[src/rtl/riscv_step_controller.sv]
// riscv_step_controller: multi-cycle control FSM stepping the RV32I datapath one instruction at a time.
// Latency: FETCH to next FETCH is ALU 4, LOAD 5+N, STORE 4+N, BRANCH 3 cycles (N = mem_ready wait cycles).
// Backpressure: MEM holds its strobe until mem_ready is sampled; halt_req is honoured only at instruction boundaries.
// Optional build macro RISCV_STEP_CTRL_PERF_EN adds the retired_count output.
module riscv_step_controller #(
  parameter int                ADDR_W   = 32,
  parameter logic [ADDR_W-1:0] RESET_PC = '0
) (
  input  logic              clk,
  input  logic              reset,
  input  logic              start,
  input  logic              halt_req,
  input  logic [6:0]        instr_opcode,
  input  logic              branch_taken,
  input  logic [ADDR_W-1:0] branch_target,
  input  logic              mem_ready,
  output logic [ADDR_W-1:0] instr_addr,
  output logic              fetch_en,
  output logic              reg_write,
  output logic              mem_read,
  output logic              mem_write,
  output logic              busy,
  output logic              done,
  output logic              illegal
`ifdef RISCV_STEP_CTRL_PERF_EN
  ,
  output logic [31:0]       retired_count
`endif
);

  typedef enum logic [2:0] {
    S_IDLE, S_FETCH, S_DECODE, S_EXEC, S_MEM, S_WB, S_HALT
  } state_t;

  typedef enum logic [1:0] {
    C_ALU, C_LOAD, C_STORE, C_BRANCH
  } cls_t;

  localparam logic [ADDR_W-1:0] PC_STEP    = ADDR_W'(4);
  localparam logic [ADDR_W-1:0] ALIGN_MASK = ~ADDR_W'(3);

  state_t            state;
  state_t            state_nxt;
  cls_t              cls_q;
  cls_t              cls_dec;
  logic              dec_exec;
  logic              dec_sys;
  logic              boundary;
  logic [ADDR_W-1:0] pc_q;
  logic [ADDR_W-1:0] pc_nxt;

  // Classify the opcode presented during DECODE
  always_comb begin
    cls_dec  = C_ALU;
    dec_exec = 1'b1;
    dec_sys  = 1'b0;
    case (instr_opcode)
      7'b0110011, 7'b0010011, 7'b0110111: cls_dec = C_ALU;
      7'b0000011: cls_dec = C_LOAD;
      7'b0100011: cls_dec = C_STORE;
      7'b1100011: cls_dec = C_BRANCH;
      7'b1110011: begin
        dec_exec = 1'b0;
        dec_sys  = 1'b1;
      end
      default:    dec_exec = 1'b0;
    endcase
  end

  // Instruction boundary: the cycle in which an instruction retires and halt_req is sampled
  always_comb begin
    boundary = 1'b0;
    case (state)
      S_EXEC:  boundary = (cls_q == C_BRANCH);
      S_MEM:   boundary = mem_ready && (cls_q == C_STORE);
      S_WB:    boundary = 1'b1;
      default: boundary = 1'b0;
    endcase
  end

  // State register
  always_ff @(posedge clk) begin
    if (reset) begin
      state <= S_IDLE;
    end else begin
      state <= state_nxt;
    end
  end

  // Next-state selection
  always_comb begin
    state_nxt = state;
    case (state)
      S_IDLE, S_HALT: if (start) state_nxt = S_FETCH;
      S_FETCH:        state_nxt = S_DECODE;
      S_DECODE:       state_nxt = dec_exec ? S_EXEC : S_HALT;
      S_EXEC: begin
        if (cls_q == C_LOAD || cls_q == C_STORE) begin
          state_nxt = S_MEM;
        end else if (cls_q == C_ALU) begin
          state_nxt = S_WB;
        end
      end
      S_MEM:          if (mem_ready && cls_q == C_LOAD) state_nxt = S_WB;
      S_WB:           state_nxt = S_FETCH;
      default:        state_nxt = S_IDLE;
    endcase
    if (boundary) begin
      state_nxt = halt_req ? S_HALT : S_FETCH;
    end
  end

  // Moore output decode from the registered state
  always_comb begin
    fetch_en  = (state == S_FETCH);
    reg_write = (state == S_WB);
    mem_read  = (state == S_MEM) && (cls_q == C_LOAD);
    mem_write = (state == S_MEM) && (cls_q == C_STORE);
    busy      = (state != S_IDLE) && (state != S_HALT);
    done      = (state == S_HALT);
  end

  // PC update: taken branch jumps to the word-aligned target, any other retirement steps by 4
  always_comb begin
    pc_nxt = pc_q;
    if (state == S_EXEC && cls_q == C_BRANCH && branch_taken) begin
      pc_nxt = branch_target & ALIGN_MASK;
    end else if (boundary) begin
      pc_nxt = pc_q + PC_STEP;
    end
  end

  // PC, latched opcode class and sticky illegal flag
  always_ff @(posedge clk) begin
    if (reset) begin
      pc_q    <= RESET_PC;
      cls_q   <= C_ALU;
      illegal <= 1'b0;
    end else begin
      pc_q <= pc_nxt;
      if (state == S_DECODE) begin
        cls_q <= cls_dec;
        if (!dec_exec && !dec_sys) begin
          illegal <= 1'b1;
        end
      end
    end
  end

  assign instr_addr = pc_q;

`ifdef RISCV_STEP_CTRL_PERF_EN
  // Count retired instructions; SYSTEM and illegal opcodes never reach a boundary
  always_ff @(posedge clk) begin
    if (reset) begin
      retired_count <= '0;
    end else if (boundary) begin
      retired_count <= retired_count + 32'd1;
    end
  end
`endif

endmodule

[config.mk]
export PLATFORM = sky130hd
export DESIGN_NAME = riscv_step_controller
export DESIGN_NICKNAME = d
export VERILOG_FILES = /design/src/rtl/riscv_step_controller.sv
export SDC_FILE = /design/constraint.sdc
export NUM_CORES = 1
export LEC_CHECK = 0
export ABC_CLOCK_PERIOD_IN_PS = 2000
export CORE_AREA = 2 2 86 88
export CTS_BUF_LIST = sky130_fd_sc_hd__clkbuf_4 sky130_fd_sc_hd__clkbuf_8
export CTS_CLUSTER_SIZE = 30
export DETAILED_ROUTE_END_ITERATION = 7
export DIE_AREA = 0 0 88 90
export PLACE_DENSITY = 0.66
export SKIP_CTS_REPAIR_TIMING = 1
export SLEW_MARGIN = 20
export SYNTH_ARGS = -nofsm -noshare
export SYNTH_HDL_FRONTEND = slang
export SYNTH_SLANG_ARGS = --single-unit
export TNS_END_PERCENT = 5
[constraint.sdc]
create_clock -name clk -period 2 [get_ports clk]
set_input_delay 0.4 -clock clk [delete_from_list [all_inputs] [get_ports clk]]
set_output_delay 0.4 -clock clk [all_outputs]
set_load 0.01 [all_outputs]
==> flow_summary.ini, run 1 <==
[worst_setup_path]
path_class = reg2reg
cpMaxStageDelayCell = or4_1
largest_stage_delay_on_the_critical_path_ns = 0.49
timing.critical_path.to_type = register
r2r-end = instr_addr[14]$_SDFFE_PP0P_
cp_data_required_time_ns = 2.22
worst_setup_path_startpoint = cls_q[0]$_SDFFE_PP0P_
cp_cell_sequence = ha_1 -> and4b_2 -> o21ba_1 -> or4_1 -> xor2_1 -> a211oi_2
setup.worst_path.start_class = register
reg2reg_setup_slack_ns = 0.1
worst-endpoint-arrival_ns = 2.12
rr_startpoint = cls_q[0]$_SDFFE_PP0P_
reg2regPathDepth = 6
critical_path.max_fanout = 6
crit_buf_inv = 0
cp_top_family = simple AND/OR/NAND/NOR gates

[sta]
achievable-frequency_ghz = 0.5263
timing_hold_violations_final = 0
finalSetupViolCount = 0
ratio_of_final_minimum_period_to_clock_period = 0.9500
rsz_0062_raised_after_global_routing = yes
report.final.slew_viol_count = 0
finClkSkew_ns = 0.004531
setup_tns_ns = 0
worst_hold_slack_ns = 0.4702
post_route_minimum_period_ns = 1.900
post_layout_worst_setup_margin_ns = 0.09996

[synthesis]
avgSynthCellArea_um2 = 7.716
synth-seq-area-share = 0.3062
warnings_from_yosys = 0
synth_ff_type = dfxtp_1
post_synth_edffs = 0
synth_async_sr_flop_share = 0
netlist-cell-type-count = 51
synth_area_mm2 = 0.002354
synth_area_leaders = dfxtp_1 (31%), nand2_1 (4.8%), nand3_1 (4.7%)
yosys.area.top_type_share = 0.3062
post_synth_inst_count = 305
ys_ff_latch = 36
synth_top_cell_by_area = dfxtp_1

[placed_design]
buffer_ports.inserted = 79
postPlaceCellArea_mm2 = 0.003513
hpwl_mm = 5.510
placed_cells = 505
gpl_congestion = 0.8168
pre_cts_slack_ns = -0.1953

[clock_tree]
clockRootBuffer = clkbuf_8
cts_tree = built
clk_latency_ns = 0.30
cts_inserted_buffers = 5
cts.sinks = 36
clk_transition_reported_paths_ns = 0.08
clock_tree.buffer_depth = 2
cts_htree_levels = 2

[global_routing]
grt_pass1_wl_mm = 11.99
remaining_global_route_overflow = 0
largest_net_degree_at_the_start_of_global_routing = 27
grt.met3_usage = 0.04132
most_used_routing_layer_in_global_routing = met2
vias_in_the_first_global_route = 2518
grt_antenna_before_repair = 0
global_route.usage.total = 0.1866
grt_use_met2 = 0.2942
met1_usage = 0.2561

[detailed_routing]
total_routed_wirelength_mm = 7.463
routed_via_density = 5.209
number_of_vias_in_the_routed_layout = 2672
drt_pre_antenna_iters = 4
antenna_left = 0
post_drt_wl_per_cell_um = 14.55
drcViolationCount = 0
iteration_0_drc_markers = 153

[min_path]
worst_min_delay_path_endpoint = illegal$_SDFFE_PP0P_
hp-class = reg2reg
hold_start = illegal$_SDFFE_PP0P_
whs_path_depth = 2

[final_layout]
layout-area-overhead-vs-synth_pct = 56.57
fin_nets = 463
finalInstanceArea_mm2 = 0.003685
share_of_post_route_cells_with_drive_strength_above_1 = 0.1860
finalNonFillerCells = 513
antenna_cells = 0

[floorplanning]
floorplan.initialDensity = 0.3352
dieWidth_um = 88
dieArea_mm2 = 0.007920
floorplan.core_area_mm2 = 0.007020
std_cell_rows = 31
design.portCount = 84
die_y_um = 90

[power_and_ir_drop]
peakVddDrop_mv = 0.2500
leakage_uw = 0.001321
power_density_mw_per_mm2 = 555.5

[job]
max_cap_violation_count = 0

[status]
status = finished, final reports clean
## final cells by class
type	count	area (µm²)
repair buffers	122	1151
clock inverters	3	42.54
multi-input cells	244	1560
flip-flops and latches	36	723.2
clock buffers	5	68.82
well taps	99	123.9
inverters	4	15.01
fillers	669	3336
## worst min-delay path: stages (launching register included)
cell and delay [ns]:
dfxtp_1 0.33, a21oi_1 0.04, nor2_1 0.07
## where the power goes
part	switching (µW)	leakage (µW)	internal [µW]
logic	285	0.000975	318
clock network	287	0.0000541	369
registers	32.7	0.000291	755
## worst max path at each step
stage               slack [ns]  cells after the start                          end
finish                     0.1                      6  instr_addr[14]$_SDFFE_PP0P_
global route             -0.08                      6  instr_addr[30]$_SDFFE_PP0P_
CTS                      -0.26                      5                     mem_read
detailed placement       -0.20                      6  instr_addr[30]$_SDFFE_PP0P_
global placement         -0.20                      6  instr_addr[30]$_SDFFE_PP0P_
floorplan                 0.05                      5  instr_addr[31]$_SDFFE_PP0P_
## state kept, by name, summed over array words and instances, names as in the netlist
| name | count |
|---|---|
| instr_addr | 30 |
| state | 3 |
| cls_q | 2 |
| illegal | 1 |
## cells in the final DEF, fill, tap and decap left out, types with 5 or more instances in the layout
master,Yosys,layout
dlymetal6s2s_1,0,5
a22oi_1,5,5
nand4_1,8,8
o21ai_0,17,17
clkbuf_8,0,5
or4_1,5,5
buf_4,2,41
clkdlybuf4s50_1,0,74
dfxtp_1,36,34
xor2_1,8,8
ha_1,5,5
nor2_1,28,28
nand3_1,22,19
a211oi_1,12,12
nand2_1,30,29
a21oi_1,20,19
or3_1,7,7
a31oi_1,8,8
## Yosys cell counts (7+ instances only)
cell type  count
dfxtp_1       36
nand2_1       30
nor2_1        28
nand3_1       22
a21oi_1       20
clkbuf_1      17
o21ai_0       17
a211oi_1      12
a31oi_1        8
nand4_1        8
xor2_1         8
or3_1          7
## cell families after synthesis
kind of cell	Yosys count	share of synthesized area
and+or+nand+nor	142	0.3301
buffers and inverters	26	0.05156
AOI/OAI and AO/OA	86	0.2504
DFF	36	0.3062
xor gates and xnor gates	9	0.03349
other	1	0.001593
adders and majority gates	5	0.02658
## routing by layer
layer	share of wire	up-vias	wire length, µm
met5	0	-	0
met4	0.011	0	85
met3	0.063	7	468
met2	0.46	84	3437
met1	0.47	1218	3471
li1	-	1363	-
## stage by stage
stage	utilization	total power [µW]
2_1_floorplan	-	1125
3_3_place_gp	0.5004	1401
3_5_place_dp	0.5004	1406
4_1_cts	0.5163	2059
5_1_grt	0.5249	2142
6_report	0.5249	2047
No activity file was read; power rests on OpenSTA's default activity.
==> inputs of run 2 (changes only) <==
--- a/config.mk
+++ b/config.mk
@@ -6,12 +6,11 @@
 export NUM_CORES = 1
 export LEC_CHECK = 0
 export ABC_CLOCK_PERIOD_IN_PS = 2000
-export CORE_AREA = 2 2 86 88
-export CTS_BUF_LIST = sky130_fd_sc_hd__clkbuf_4 sky130_fd_sc_hd__clkbuf_8
+export CORE_AREA = 5 5 89 91
 export CTS_CLUSTER_SIZE = 30
 export DETAILED_ROUTE_END_ITERATION = 7
-export DIE_AREA = 0 0 88 90
-export PLACE_DENSITY = 0.66
+export DIE_AREA = 0 0 94 96
+export PLACE_DENSITY = 0.69
 export SKIP_CTS_REPAIR_TIMING = 1
 export SLEW_MARGIN = 20
 export SYNTH_ARGS = -nofsm -noshare
==> flow_summary.ini, run 2 (synthesized netlist as in run 1, its figures left out) <==
[min_path]
hp-class = reg2reg

[placed_design]
buffer_ports.inserted = 79
hpwl_mm = 5.524
gpl_congestion = 0.8391
pre_cts_slack_ns = -0.1868

[global_routing]
global_route.usage.total = 0.1679
grt_antenna_before_repair = 0
largest_net_degree_at_the_start_of_global_routing = 36
grt_pass1_wl_mm = 12.34
remaining_global_route_overflow = 0
vias_in_the_first_global_route = 2698

[power_and_ir_drop]
leakage_uw = 0.001300
combinational_cell_fraction_of_total_power = 0.298
power_density_mw_per_mm2 = 561.2
switching_share_of_power = 0.2959
peakVddDrop_mv = 0.2566
power.clock.fraction = 0.319
p_int_uw = 1446
switching_power_uw = 607.7
power.share.sequential = 0.384

[worst_setup_path]
setup.worst_path.start_class = register
critical_path.max_fanout = 6
worst-endpoint-arrival_ns = 2.13
path_class = reg2reg
cp_data_required_time_ns = 2.22
timing.critical_path.to_type = register

[detailed_routing]
iteration_0_drc_markers = 145
antenna_left = 0
drt_pre_antenna_iters = 5
routed_via_density = 5.317
post_drt_wl_per_cell_um = 14.62
number_of_vias_in_the_routed_layout = 2717
drcViolationCount = 0
total_routed_wirelength_mm = 7.472

[sta]
finalSetupViolCount = 0
post_layout_worst_setup_margin_ns = 0.08693
ratio_of_final_minimum_period_to_clock_period = 0.9565
timing_hold_violations_final = 0
achievable-frequency_ghz = 0.5227
worst_hold_slack_ns = 0.4923
post_route_minimum_period_ns = 1.913
finClkSkew_ns = 0.006596
report.final.slew_viol_count = 0
rsz_0062_raised_after_global_routing = yes

[floorplanning]
std_cell_rows = 31
die_y_um = 96
floorplan.core_area_mm2 = 0.007059
floorplan.initialDensity = 0.3334
design.portCount = 84
dieArea_mm2 = 0.009024
dieWidth_um = 94

[clock_tree]
cts.sinks = 36
cts_inserted_buffers = 5
clockRootBuffer = clkbuf_8
cts_tree = built
clock_tree.buffer_depth = 2
cts_htree_levels = 2
clk_transition_reported_paths_ns = 0.08
clk_latency_ns = 0.29

[status]
status = finished, final reports clean

[final_layout]
share_of_post_route_cells_with_drive_strength_above_1 = 0.1845
mostFrequentLayoutCells = clkdlybuf4s50_1 (75), buf_4 (38), dfxtp_1 (31)
largest_reg_flops = 30
layout-area-overhead-vs-synth_pct = 55.50
antenna_cells = 0
mostFrequentLayoutCell = clkdlybuf4s50_1
fin_nets = 461

[job]
max_cap_violation_count = 0
[run 2: area by class of cell]
class	instances	area, µm²
sequential	36	726.9
clock buffer	5	68.82
clock inverter	3	42.54
timing repair buffer	120	1137
inverter	4	15.01
tap	99	123.9
multi-input combinational	244	1545
fill	691	3400
[run 2: worst max-delay path, stage by stage (launching register included)]
cell and delay, ns:
dfxtp_2 0.36, ha_1 0.15, and4b_2 0.28, o21ba_1 0.19, or4_1 0.49, xor2_1 0.17, a211oi_2 0.20
[run 2: metal layers]
layer,up-vias,routed length [µm],part of all wire,track usage
met3,8,497,0.067,0.04066
met2,90,3562,0.48,0.2904
met5,-,0,0,0
met4,0,68,0.0091,0.04452
met1,1261,3344,0.45,0.2091
li1,1358,-,-,-
[run 2: path summary, 6_finish.rpt]
| path | from | endpoint | slack, ns | cells after the start |
|---|---|---|---|---|
| min | illegal$_SDFFE_PP0P_ | illegal$_SDFFE_PP0P_ | 0.49 | 2 |
| min reg2reg | illegal$_SDFFE_PP0P_ | illegal$_SDFFE_PP0P_ | 0.49 | 2 |
| max reg2reg | cls_q[0]$_SDFFE_PP0P_ | instr_addr[14]$_SDFFE_PP0P_ | 0.09 | 6 |
| max | cls_q[0]$_SDFFE_PP0P_ | instr_addr[14]$_SDFFE_PP0P_ | 0.09 | 6 |
[run 2: power by group through the flow]
stage / logic (µW) / registers (µW) / clock network (µW)
CTS: 603 / 782 / 668
detailed placement: 599 / 798 / 0
floorplan: 333 / 792 / 0
finish: 612 / 788 / 654
global placement: 591 / 798 / 0
global route: 682 / 793 / 704
[run 2: through the flow]
stage          cells  power, µW  setup TNS [ns]  cell area (µm²)  utilization
5_1_grt          511       2178         -0.1312             3660       0.5184
2_1_floorplan    306       1125               0             2357            -
3_3_place_gp     503       1389          -1.129             3498       0.4956
6_report         511       2054               0             3660       0.5184
3_5_place_dp     503       1398          -1.528             3498       0.4956
4_1_cts          511       2053         -0.5813             3610       0.5113
